===== config.mk =====
export PLATFORM = sky130hd
export DESIGN_NAME = fir_input_sequencer
export DESIGN_NICKNAME = d
export VERILOG_FILES = /design/src/rtl/fir_seq_pkg.sv /design/src/rtl/fir_input_sequencer_btn_debounce.sv /design/src/rtl/fir_input_sequencer.sv
export SDC_FILE = /design/constraint.sdc
export NUM_CORES = 1
export LEC_CHECK = 0
export ABC_AREA = 1
export CORE_ASPECT_RATIO = 0.9
export CORE_MARGIN = 1.5
export CORE_UTILIZATION = 60
export DETAILED_ROUTE_END_ITERATION = 7
export HOLD_SLACK_MARGIN = 0.12
export PLACE_DENSITY = 0.76
export SETUP_SLACK_MARGIN = 0.15
export SYNTH_ARGS = -nofsm -noshare
export SYNTH_HDL_FRONTEND = slang
export SYNTH_SLANG_ARGS = --single-unit
export TNS_END_PERCENT = 20

===== constraint.sdc =====
create_clock -name CLOCK_50 -period 2.15 [get_ports CLOCK_50]
set_clock_uncertainty 0.2 [all_clocks]
set_input_delay 0.3225 -clock CLOCK_50 [delete_from_list [all_inputs] [get_ports CLOCK_50]]
set_output_delay 0.3225 -clock CLOCK_50 [all_outputs]
set_load 0.1 [all_outputs]

===== src/rtl/fir_seq_pkg.sv =====
// fir_seq_pkg: shared FSM states, LFSR tap masks and default timing constants for fir_input_sequencer
package fir_seq_pkg;

    typedef enum logic [1:0] {IDLE, RUN, DRAIN} seq_state_t;

    localparam int DEF_DEBOUNCE_CYCLES = 500000;
    localparam int DEF_SAMPLE_DIV      = 50000;

    // Right-shifting Galois masks for maximal-length sequences
    localparam logic [15:0] LFSR_TAPS_8  = 16'h00B8;
    localparam logic [15:0] LFSR_TAPS_12 = 16'h0E08;
    localparam logic [15:0] LFSR_TAPS_16 = 16'hB400;

    function automatic logic [15:0] lfsr_taps(input int w);
        return w == 8 ? LFSR_TAPS_8 : w == 12 ? LFSR_TAPS_12 : w == 16 ? LFSR_TAPS_16 : 16'h0000;
    endfunction

endpackage


===== src/rtl/fir_input_sequencer_btn_debounce.sv =====
// btn_debounce: 2-FF synchronizer, stable-level debounce and one-cycle press pulse on accepted 0->1
module btn_debounce #(
    parameter int DEBOUNCE_CYCLES = 500000
) (
    input  logic clk,
    input  logic rst_n,
    input  logic btn,
    output logic press
);

    localparam int CW = DEBOUNCE_CYCLES > 1 ? $clog2(DEBOUNCE_CYCLES) : 1;

    logic [1:0]    sync;
    logic          level;
    logic [CW-1:0] cnt;
    logic          settled;

    // cnt counts consecutive cycles the synchronized level has disagreed with the accepted one
    assign settled = (sync[1] != level) && (cnt == CW'(DEBOUNCE_CYCLES - 1));

    always_ff @(posedge clk or negedge rst_n) begin
        if (!rst_n) begin
            sync  <= '0;
            level <= 1'b0;
            cnt   <= '0;
            press <= 1'b0;
        end else begin
            sync  <= {sync[0], btn};
            cnt   <= (sync[1] == level || settled) ? '0 : cnt + CW'(1);
            level <= settled ? sync[1] : level;
            press <= settled & sync[1];
        end
    end

endmodule


===== src/rtl/fir_input_sequencer.sv =====
// fir_input_sequencer: run/stop FSM pacing ramp samples (LFSR when FIR_SEQ_LFSR_EN) to the FIR core
module fir_input_sequencer
    import fir_seq_pkg::*;
#(
    parameter int DATA_W          = 8,
    parameter int DEBOUNCE_CYCLES = DEF_DEBOUNCE_CYCLES,
    parameter int SAMPLE_DIV      = DEF_SAMPLE_DIV,
    parameter int RAMP_STEP       = 1
) (
    input  logic              CLOCK_50,
    input  logic              reset_n,
    input  logic              toggleBtn,
    input  logic              sample_ready,
    output logic [DATA_W-1:0] sample_data,
    output logic              sample_valid,
    output logic              running,
    output logic              overrun
);

    localparam int DW = SAMPLE_DIV > 1 ? $clog2(SAMPLE_DIV) : 1;

    seq_state_t        state;
    logic [DW-1:0]     div_cnt;
    logic [DATA_W-1:0] gen;
    logic [DATA_W-1:0] gen_next;
    logic              press;
    logic              tick;
    logic              xfer;

`ifdef FIR_SEQ_LFSR_EN
    localparam logic [DATA_W-1:0] SEED = DATA_W'(1);
    localparam logic [DATA_W-1:0] TAPS = DATA_W'(lfsr_taps(DATA_W));

    generate
        if (DATA_W != 8 && DATA_W != 12 && DATA_W != 16) begin : g_bad_width
            $error("fir_input_sequencer: LFSR supports DATA_W of 8, 12 or 16 only");
        end
    endgenerate

    assign gen_next = (gen >> 1) ^ (gen[0] ? TAPS : '0);
`else
    localparam logic [DATA_W-1:0] SEED = '0;

    assign gen_next = gen + DATA_W'(RAMP_STEP);
`endif

    btn_debounce #(.DEBOUNCE_CYCLES(DEBOUNCE_CYCLES)) u_debounce (
        .clk   (CLOCK_50),
        .rst_n (reset_n),
        .btn   (toggleBtn),
        .press (press)
    );

    assign tick = (state == RUN) && (div_cnt == DW'(SAMPLE_DIV - 1));
    assign xfer = sample_valid & sample_ready;

    always_ff @(posedge CLOCK_50 or negedge reset_n) begin
        if (!reset_n) begin
            state        <= IDLE;
            div_cnt      <= '0;
            gen          <= SEED;
            sample_data  <= '0;
            sample_valid <= 1'b0;
            running      <= 1'b0;
            overrun      <= 1'b0;
        end else begin
            case (state)
                IDLE: begin
                    if (press) begin
                        state   <= RUN;
                        running <= 1'b1;
                        div_cnt <= '0;
                    end
                end
                RUN: begin
                    div_cnt <= tick ? '0 : div_cnt + DW'(1);
                    // A sample leaving this cycle frees the slot, so the tick may refill it
                    if (tick && (!sample_valid || xfer)) begin
                        sample_data  <= gen;
                        gen          <= gen_next;
                        sample_valid <= 1'b1;
                    end else begin
                        if (tick) overrun <= 1'b1;
                        if (xfer) sample_valid <= 1'b0;
                    end
                    if (press) begin
                        state   <= DRAIN;
                        running <= 1'b0;
                    end
                end
                DRAIN: begin
                    if (!sample_valid || xfer) begin
                        state        <= IDLE;
                        sample_valid <= 1'b0;
                    end
                end
                default: state <= IDLE;
            endcase
        end
    end

endmodule


=== Word-level counts from Yosys, hierarchy flattened ===
Index checks and enable logic that the tools add are counted.

* Add/subtract/negate cells: 3
* Multiply operators: 0
* Div/mod/pow operators: 0
* Magnitude comparators: 0
* Equal/unequal tests: 10
* Shift operators: 0
* Mux-type cells: 15
* Bitwise logic cells: 3
* Reductions and logical operators: 15

{| class="wikitable"
|+ Operator list
! operator !! count
|-
| two-way mux 16 bit || 2
|-
| case mux 16 bit (2 select lines) || 1
|-
| adder 19 x 1 -> 19 bit, second input constant || 1
|-
| equality test 19 bit, second input constant || 1
|-
| two-way mux 19 bit || 1
|-
| adder 16 x 1 -> 16 bit, second input constant || 1
|-
| equality test 16 bit, second input constant || 1
|-
| AND reduction 3 bit || 4
|-
| adder 8 x 1 -> 8 bit, second input constant || 1
|-
| two-way mux 2 bit || 3
|-
| case mux 2 bit (3 select lines) || 1
|-
| two-way mux 1 bit || 5
|-
| != test 2 x 1 -> 1 bit, second input constant || 2
|-
| case mux 1 bit (2 select lines) || 2
|-
| AND reduction 2 bit || 2
|-
| nonzero test 2 bit || 2
|-
| logical AND 1 bit || 3
|-
| != test 3 x 2 -> 1 bit, second input constant || 1
|-
| AND 1 bit || 2
|-
| equality test 2 x 1 -> 1 bit, second input constant || 1
|-
| equality test 2 bit, second input constant || 1
|-
| logical NOT 2 bit || 1
|-
| logical OR 1 bit || 2
|-
| != test 2 bit, second input constant || 1
|-
| other kinds (4) || 4
|}

* Register bits: 60
* Bits in latches: 0
* RAM bits: 0
* Bits in read-only memories: 0
* Input bits: 4
* Output and inout bits: 11
* Logic and storage cells: 57
* Memories: 0

=== Depth between registers and ports, before layout ===
Gate-level depths: netlist of run 1.

* Depth in word-level cells: 5
* Mapped depth: 10
* Depth with buffers taken out: 9

=== By module ===
From an unflattened synthesis of run 1, not the netlist that was laid out.

* Cells, all modules: 437
* Area total of the unflattened synthesis: 3276.9 µm²

{| class="wikitable"
|+ Modules (own cells, without submodules)
! module !! instances !! cells each !! area each (µm²) !! seq. area each (µm²)
|-
| fir_input_sequencer || 1 || 278 || 2053.2 || 925.9
|-
| btn_debounce || 1 || 159 || 1223.7 || 575.6
|}

=== Worst setup path before layout of run 1 ===
No wires, ideal clock.

* Path type: register to register
* Start: register sample_valid
* End: register sample_data[5]
* Library setup time: 0.122 ns
* Arrival: 1.673 ns
* Data required time: 1.828 ns
* Slack: 0.154 ns
* Cell stages (with the launch flop): 8
* Buffers on the path: 2
* Period minus slack after synthesis: 1.996 ns
* Path through: dfrtp_1 inv_1 nor2_1 inv_1 clkbuf_1 buf_2 nand3_1 nand2_1

* Cells in the longest elaborated chain, start to end: 4
* Elaborated cells on any way between the ends: 5
* Classes of those cells: bitwise (1); reduce/logical (4)

{| class="wikitable"
|+ RTL lines
! what !! RTL line !! source
|-
| from (decl) || fir_input_sequencer.sv:15 || <nowiki>output logic sample_valid,</nowiki>
|-
| from (signal assigned) || fir_input_sequencer.sv:63 || <nowiki>sample_valid <= 1'b0;</nowiki>
|-
| from (signal assigned) || fir_input_sequencer.sv:81 || <nowiki>sample_valid <= 1'b1;</nowiki>
|-
| from (signal assigned) || fir_input_sequencer.sv:84 || <nowiki>if (xfer) sample_valid <= 1'b0;</nowiki>
|-
| AND 1 bit or logical NOT 1 bit (tied branches) || fir_input_sequencer.sv:55, fir_input_sequencer.sv:78 ||
|-
| logical OR 1 bit (*) || fir_input_sequencer.sv:78 || <nowiki>if (tick && (!sample_valid || xfer)) begin</nowiki>
|-
| logical AND 1 bit (*) || fir_input_sequencer.sv:78 ||
|-
| AND reduction 2 bit (no source line) (*) || - ||
|-
| to (signal assigned) || fir_input_sequencer.sv:79 || <nowiki>sample_data <= gen;</nowiki>
|-
| to (decl) || fir_input_sequencer.sv:14 || <nowiki>output logic [DATA_W-1:0] sample_data,</nowiki>
|}

Mark *: on every way between the ends. The rest lies on a longest branch, timed or not.
A chain may end at the register's enable or synchronous reset.

=== Worst setup path after layout of run 1 ===
* Start: register div_cnt[1]
* End: register sample_data[0]

* Cells in the longest elaborated chain, start to end: 4

{| class="wikitable"
|+ RTL lines
! what !! RTL line !! source
|-
| from (decl) || fir_input_sequencer.sv:23 || <nowiki>logic [DW-1:0] div_cnt;</nowiki>
|-
| from (signal assigned) || fir_input_sequencer.sv:76 || <nowiki>div_cnt <= tick ? '0 : div_cnt + DW'(1);</nowiki>
|-
| equality test 16 bit || fir_input_sequencer.sv:54 || <nowiki>assign tick = (state == RUN) && (div_cnt == DW'(SAMPLE_DIV - 1));</nowiki>
|-
| logical AND 1 bit || fir_input_sequencer.sv:54 ||
|-
| logical AND 1 bit || fir_input_sequencer.sv:78 ||
|-
| AND reduction 2 bit (no source line) || - ||
|}

No other way between the ends.

==> impl_results.md, run 1 <==
* Buf/Inv on CP at 0
* Minimum clock period at around 1900 ps
* Power Dens Cells at 632 nW/um^2
* Worst path max stage delay at 390 ps
* Slew headroom at 0.677
* Clock group share of total power at 0.479
* Fillers at ~440
* Vias at 2,903
* Quantity of I/O buffers inserted on ports at 14
* Fin. Hold Viols at 0
* DRT Pass-1 Iters at 5
* DR iter-0 viols at 228
* Vias in the first global route at about 2,700
* Power share of the combinational group at 0.029
* Pint at 0.00183 W
* Top Family by Delay on Critical Path: simple AND/OR/NAND/NOR gates
* Initial antenna violation count at 0
* CP endpoint kind: flip-flop
* Most frequent cells in the layout: nand2_1 (133), nor2_1 (67), dfrtp_1 (60)
* RSZ-0062 raised after global routing: yes
* Largest net degree at the start of global routing at 41
* CTS tree: yes
* Clock Tree Root: clkbuf_8
* Critical Path RT at around 2200 ps
* FF+latch count, synth at 60
* Achievable Freq at 524 MHz
* Crit path max fanout at 16
* Initial cell density of the core at 0.621
* Post-CTS Setup Bufs at 0
* DR vias/cell at 5.49
* Post-Syn Area at around 3200 sq um
* Post-Synthesis Cells at between 400 and 500
* Pins Over Slew Limit at 0
* Fin nets at 464
* Detailed placement HPWL at 4.81 mm
* Max-cap viol count at 0
* CP Class: flip-flop to flip-flop
* GRT Overall Usage at 0.262
* Switching share of power at 0.210
* Synth area leaders: dfrtp_1 (46%), nand2_1 (15%), nor2_1 (7.8%)
* Switch Pwr at 0.000486 W
* Worst skew pair latency at between 300 and 400 ps
* Clock tree buffer depth at 2
* First-pass GRT wire length at 11.8 mm
* Final ANT Viol Nets at 0
* Post-synth top area share at 0.463
* DR DRC count at 0
* Clk sinks at 60
* Critical path cell sequence: ha_1 > nand3_2 > nor2_4 > nand2_4 > nor2_8 > nand2_4 > nand2_1 > nand2_1
* Post-layout util at 0.703
* Placement Cell Area at 3440 sq um
* Width of the die at 80.5 um
* Hold Crit Class: flip-flop to flip-flop
* CP arrival at a little under 2000 ps
* H-Tree Depth at 3
* Routed wire length at around 6.8 mm
* Clk pin slew, worst setup/hold paths at 60 ps
* Slew @ Worst Pin at 485 ps
* FP Rows at 25
* Sequential share of the synthesized area at 0.463
* Commonest non-fill, non-tap cell in the layout: nand2_1
* Cell taking the most area after synthesis: dfrtp_1
* Final setup fails at 0
* Period utilisation layout at 0.888
* Syn avg cell area at approximately 7.5 sq um
* Startpoint types: flip-flop
* Worst vdd ir at 0.000383 V
* Setup TNS at 0 ps
* Crit-path slowest cell: dfrtp_1
* Outcome: finished clean
* Fin area at 3670 sq um
* YS warnings at 0
* Die Ht at 72.8 um
* Sequential fraction of design power at 0.492
* Die area at 5860 sq um
* WHS at 148 ps
* TritonCTS Buffers at 9
* Routability cong. at 0.955
* Wire per inst at 12.8 um
* Total Power at 0.00232 W
* I/O pins at 15
* Net Count, Synth at 441
* Diodes inserted at 0
* Grt ovf at 0
* Total core area at 5220 sq um
* Fraction of layout cells with a size suffix above 1 at 0.0974
* Synth-to-layout area growth at 13.1%
* Leak at ~1.8 nW
* Synth unique cells at 28
-- power by group through the flow --
stage               registers [W]  clock network (W)   logic, W
finish                    0.00114            0.00111  0.0000665
detailed placement        0.00116                  0  0.0000666
floorplan                 0.00117                  0  0.0000230
global route              0.00114            0.00118  0.0000765
CTS                       0.00114            0.00113  0.0000678
global placement          0.00116                  0  0.0000659
-- Yosys cell counts, drive strengths merged --
cell type,instances
o21bai,4
nand4,20
nor2,71
xor2,11
nand3,41
o21ai,18
a21oi,1
nor3,3
clkbuf,3
a32o,1
ha,3
or2,1
inv,48
dfrtp,60
xnor2,6
o22ai,2
nand2,135
buf,5
nor3b,1
-- layout make-up --
class,count,area [sq um],share of cell area
well taps,67,83.8,0.0228
repair buffers,20,168,0.0457
clock inverters,5,75.1,0.0205
multi-input cells,318,1520,0.414
flip-flops and latches,60,1500,0.409
clock buffers,11,141,0.0385
inverters,48,183,0.0498
-- final timing paths --
path                               startpoint            endpoint  slack (ps)  cells past startpoint
setup / recovery                   div_cnt[1]      sample_data[0]         240                      8
hold / removal             u_debounce.sync[0]  u_debounce.sync[1]         150                      0
setup reg to reg                   div_cnt[1]      sample_data[0]         240                      8
hold reg to reg            u_debounce.sync[0]  u_debounce.sync[1]         150                      0
max in group asynchronous             reset_n    u_debounce.press         880                      3
min in group asynchronous             reset_n         div_cnt[11]         290                      2
-- sequential cells by signal (all words and copies together) (netlist names) --
name / count
sample_valid: 1
state: 2
u_debounce.sync: 2
u_debounce.press: 1
u_debounce.level: 1
u_debounce.cnt: 19
sample_data: 8
running: 1
overrun: 1
div_cnt: 16
gen: 8
-- stage by stage --
stage	setup WS, ps	instances
floorplan	154	434
finish	240	529
detailed placement	212	512
global route	93.6	529
CTS	200	529
global placement	263	512
-- layer usage --
layer | share of wire | global-route usage | vias up
met3 | 0.057 | 0.0713 | 13
met5 | 0 | 0 | -
met4 | 0.018 | 0.0996 | 0
met2 | 0.46 | 0.419 | 98
met1 | 0.47 | 0.343 | 1362
li1 | - | - | 1430
-- what timing repair did --
item | in CTS | in global routing
hold endpoints to repair | 20 | 0
endpoints found under the setup margin | 0 | 19
gates resized for setup | 0 | 2
hold buffers | 1 | 0
-- kinds of logic (layout without fill, tap and decap cells) --
| kind of cell | count (synthesis) | count (layout) | share of synthesized area |
|---|---|---|---|
| XOR/XNOR | 17 | 17 | 0.0459 |
| AND/OR/NAND/NOR | 272 | 272 | 0.364 |
| buffers and inverters | 56 | 84 | 0.0702 |
| flip-flops | 60 | 60 | 0.463 |
| adder cells (fa/ha/maj) | 3 | 3 | 0.0116 |
| AO/OA/AOI/OAI | 26 | 26 | 0.0455 |
(Power assumes the default switching activity.)
==> run 2: changes to the inputs <==
CORE_UTILIZATION = 40   (was 60)
PLACE_DENSITY = 0.54   (was 0.76)
==> run 2 against run 1 <==
Cell count grew 6.2%. First-iteration DRC count shrank 15%. Non-clock buffer count grew 4. Core utilization shrank 21 points. Setup slack gained 110 ps. Sequential power is essentially flat. Count of clock-buffer cells in the layout grew 1. Sequential cell count is the same. Wire length grew 3.0%. Final area grew 2.3%. Critical path type unchanged. Critical endpoint is now gen[1].
==> impl_results.md, run 2 (same netlist as run 1, synthesis figures left out) <==
* Outcome: finished clean
* Fraction of layout cells with a size suffix above 1 at 0.107
* Vias in the first global route at 2,606
* First-pass GRT wire length at between 10 and 15 mm
* Final setup fails at 0
* Initial antenna violation count at 0
* Clock Tree Root: clkbuf_8
* Initial cell density of the core at 0.422
* Largest net degree at the start of global routing at 29
* Die Ht at 88.4 um
* Leak at roughly 1.9 nW
* H-Tree Depth at 3
* Final ANT Viol Nets at 0
* DR vias/cell at 5.00
* Die area at 8660 sq um
* Critical path cell sequence: ha_1 > nand3_2 > nor2_4 > nand2_4 > nor2_8 > buf_4 > nand3_1 > nand2_1
* I/O pins at 15
* Achievable Freq at 556 MHz
* Critical Path RT at 2220 ps
* GRT Overall Usage at 0.180
* TritonCTS Buffers at 9
* Power Dens Cells at 637 nW/um^2
* Hold Crit Class: flip-flop to flip-flop
* Setup TNS at 0 ps
* Crit path max fanout at 16
* Quantity of I/O buffers inserted on ports at 14
* RSZ-0062 raised after global routing: no
* Slew @ Worst Pin at 435 ps
* Clk pin slew, worst setup/hold paths at approximately 60 ps
* CP Class: flip-flop to flip-flop
* Commonest non-fill, non-tap cell in the layout: nand2_1
* Startpoint types: flip-flop
* Wire per inst at 12.4 um
* DR iter-0 viols at 193
* Routed wire length at 6.97 mm
* Worst vdd ir at 0.000348 V
* FP Rows at 30
* Clock tree buffer depth at 2
* CP endpoint kind: flip-flop
* Max-cap viol count at 0
* DR DRC count at 0
* Pins Over Slew Limit at 0
* Slew headroom at 0.709
* Crit-path slowest cell: dfrtp_1
* WHS at 165 ps
* Synth-to-layout area growth at 15.7%
* Most frequent cells in the layout: nand2_1 (133), nor2_1 (66), dfrtp_1 (60)
* Clk sinks at 60
* Vias at 2,810
* Width of the die at 97.9 um
* Diodes inserted at 0
* Worst path max stage delay at 380 ps
* CP arrival at 1870 ps
* Total core area at 7690 sq um
* Max reg flops at 19
* CTS tree: yes
* Largest regs: u_debounce.cnt: 19 flops, div_cnt: 16 flops
* Detailed placement HPWL at 5.04 mm
* Minimum clock period at 1800 ps
* Fin nets at between 400 and 500
* DRT Pass-1 Iters at 4
* Routability cong. at 0.917
* Largest Register: u_debounce.cnt
* Worst skew pair latency at 330 ps
* Period utilisation layout at 0.837
* Grt ovf at 0
* Fin. Hold Viols at 0
[run 2: cell types whose count changed in the layout (fill, tap and decap cells not counted)]
cell	delta
buf_4	+4
clkbuf_1	-1
clkbuf_8	+2
clkinv_2	-1
ha_1	+1
ha_2	-1
nor2_1	-1
nor2_2	+1
[run 2: worst paths after layout]
kind                                    start                 end  slack, ps  depth (start not counted)
max                                div_cnt[1]              gen[1]        350                          8
min                        u_debounce.sync[0]  u_debounce.sync[1]        170                          0
max reg2reg                        div_cnt[1]              gen[1]        350                          8
min reg2reg                u_debounce.sync[0]  u_debounce.sync[1]        170                          0
max in group asynchronous             reset_n   u_debounce.cnt[4]        910                          3
min in group asynchronous             reset_n          div_cnt[9]        240                          2
[run 2: per-stage QoR]
step	total power (W)	cells	area (sq um)	setup WS [ps]	util
after floorplan	0.00119	434	3240	154	-
after global placement	0.00123	545	3500	253	0.455
after detailed placement	0.00123	545	3500	252	0.455
after CTS	0.00244	562	3750	238	0.487
after global routing	0.00250	562	3750	203	0.488
final	0.00239	562	3750	351	0.488
[run 2: layout make-up]
type	count	area [sq um]
fill	762	3940
clock inverter	4	70.1
clock buffer	12	165
inverter	48	183
multi-input combinational	318	1520
timing repair buffer	24	198
tap	96	120
sequential	60	1500
[run 2: worst max-delay path: cells and delay by family, from the launching register on]
family / cells / cell delay (ps)
fa+ha+maj: 1 / 240
buf+inv: 1 / 210
flops: 1 / 380
simple gates: 6 / 710
[run 2: where the power goes]
group	switching, W	internal (W)	total (W)
Sequential	0.00000505	0.00114	0.00114
Clock	0.000436	0.000744	0.00118
Combinational	0.0000505	0.0000202	0.0000707
[run 2: repair_timing]
| action | 4_1_cts | 5_1_grt |
|---|---|---|
| hold endpoints to repair | 40 | 0 |
| endpoints found under the setup margin | 0 | 17 |
| gates resized for setup | 0 | 2 |
| buffers inserted | 0 | 0 |
| hold buffers | 1 | 0 |
[run 2: layer usage]
layer / wire [um] / vias up / track usage
met2: 3080 / 62 / 0.278
met5: 0 / - / 0
met1: 3510 / 1302 / 0.249
met3: 324 / 5 / 0.0529
li1: - / 1441 / -
met4: 50 / 0 / 0.0494
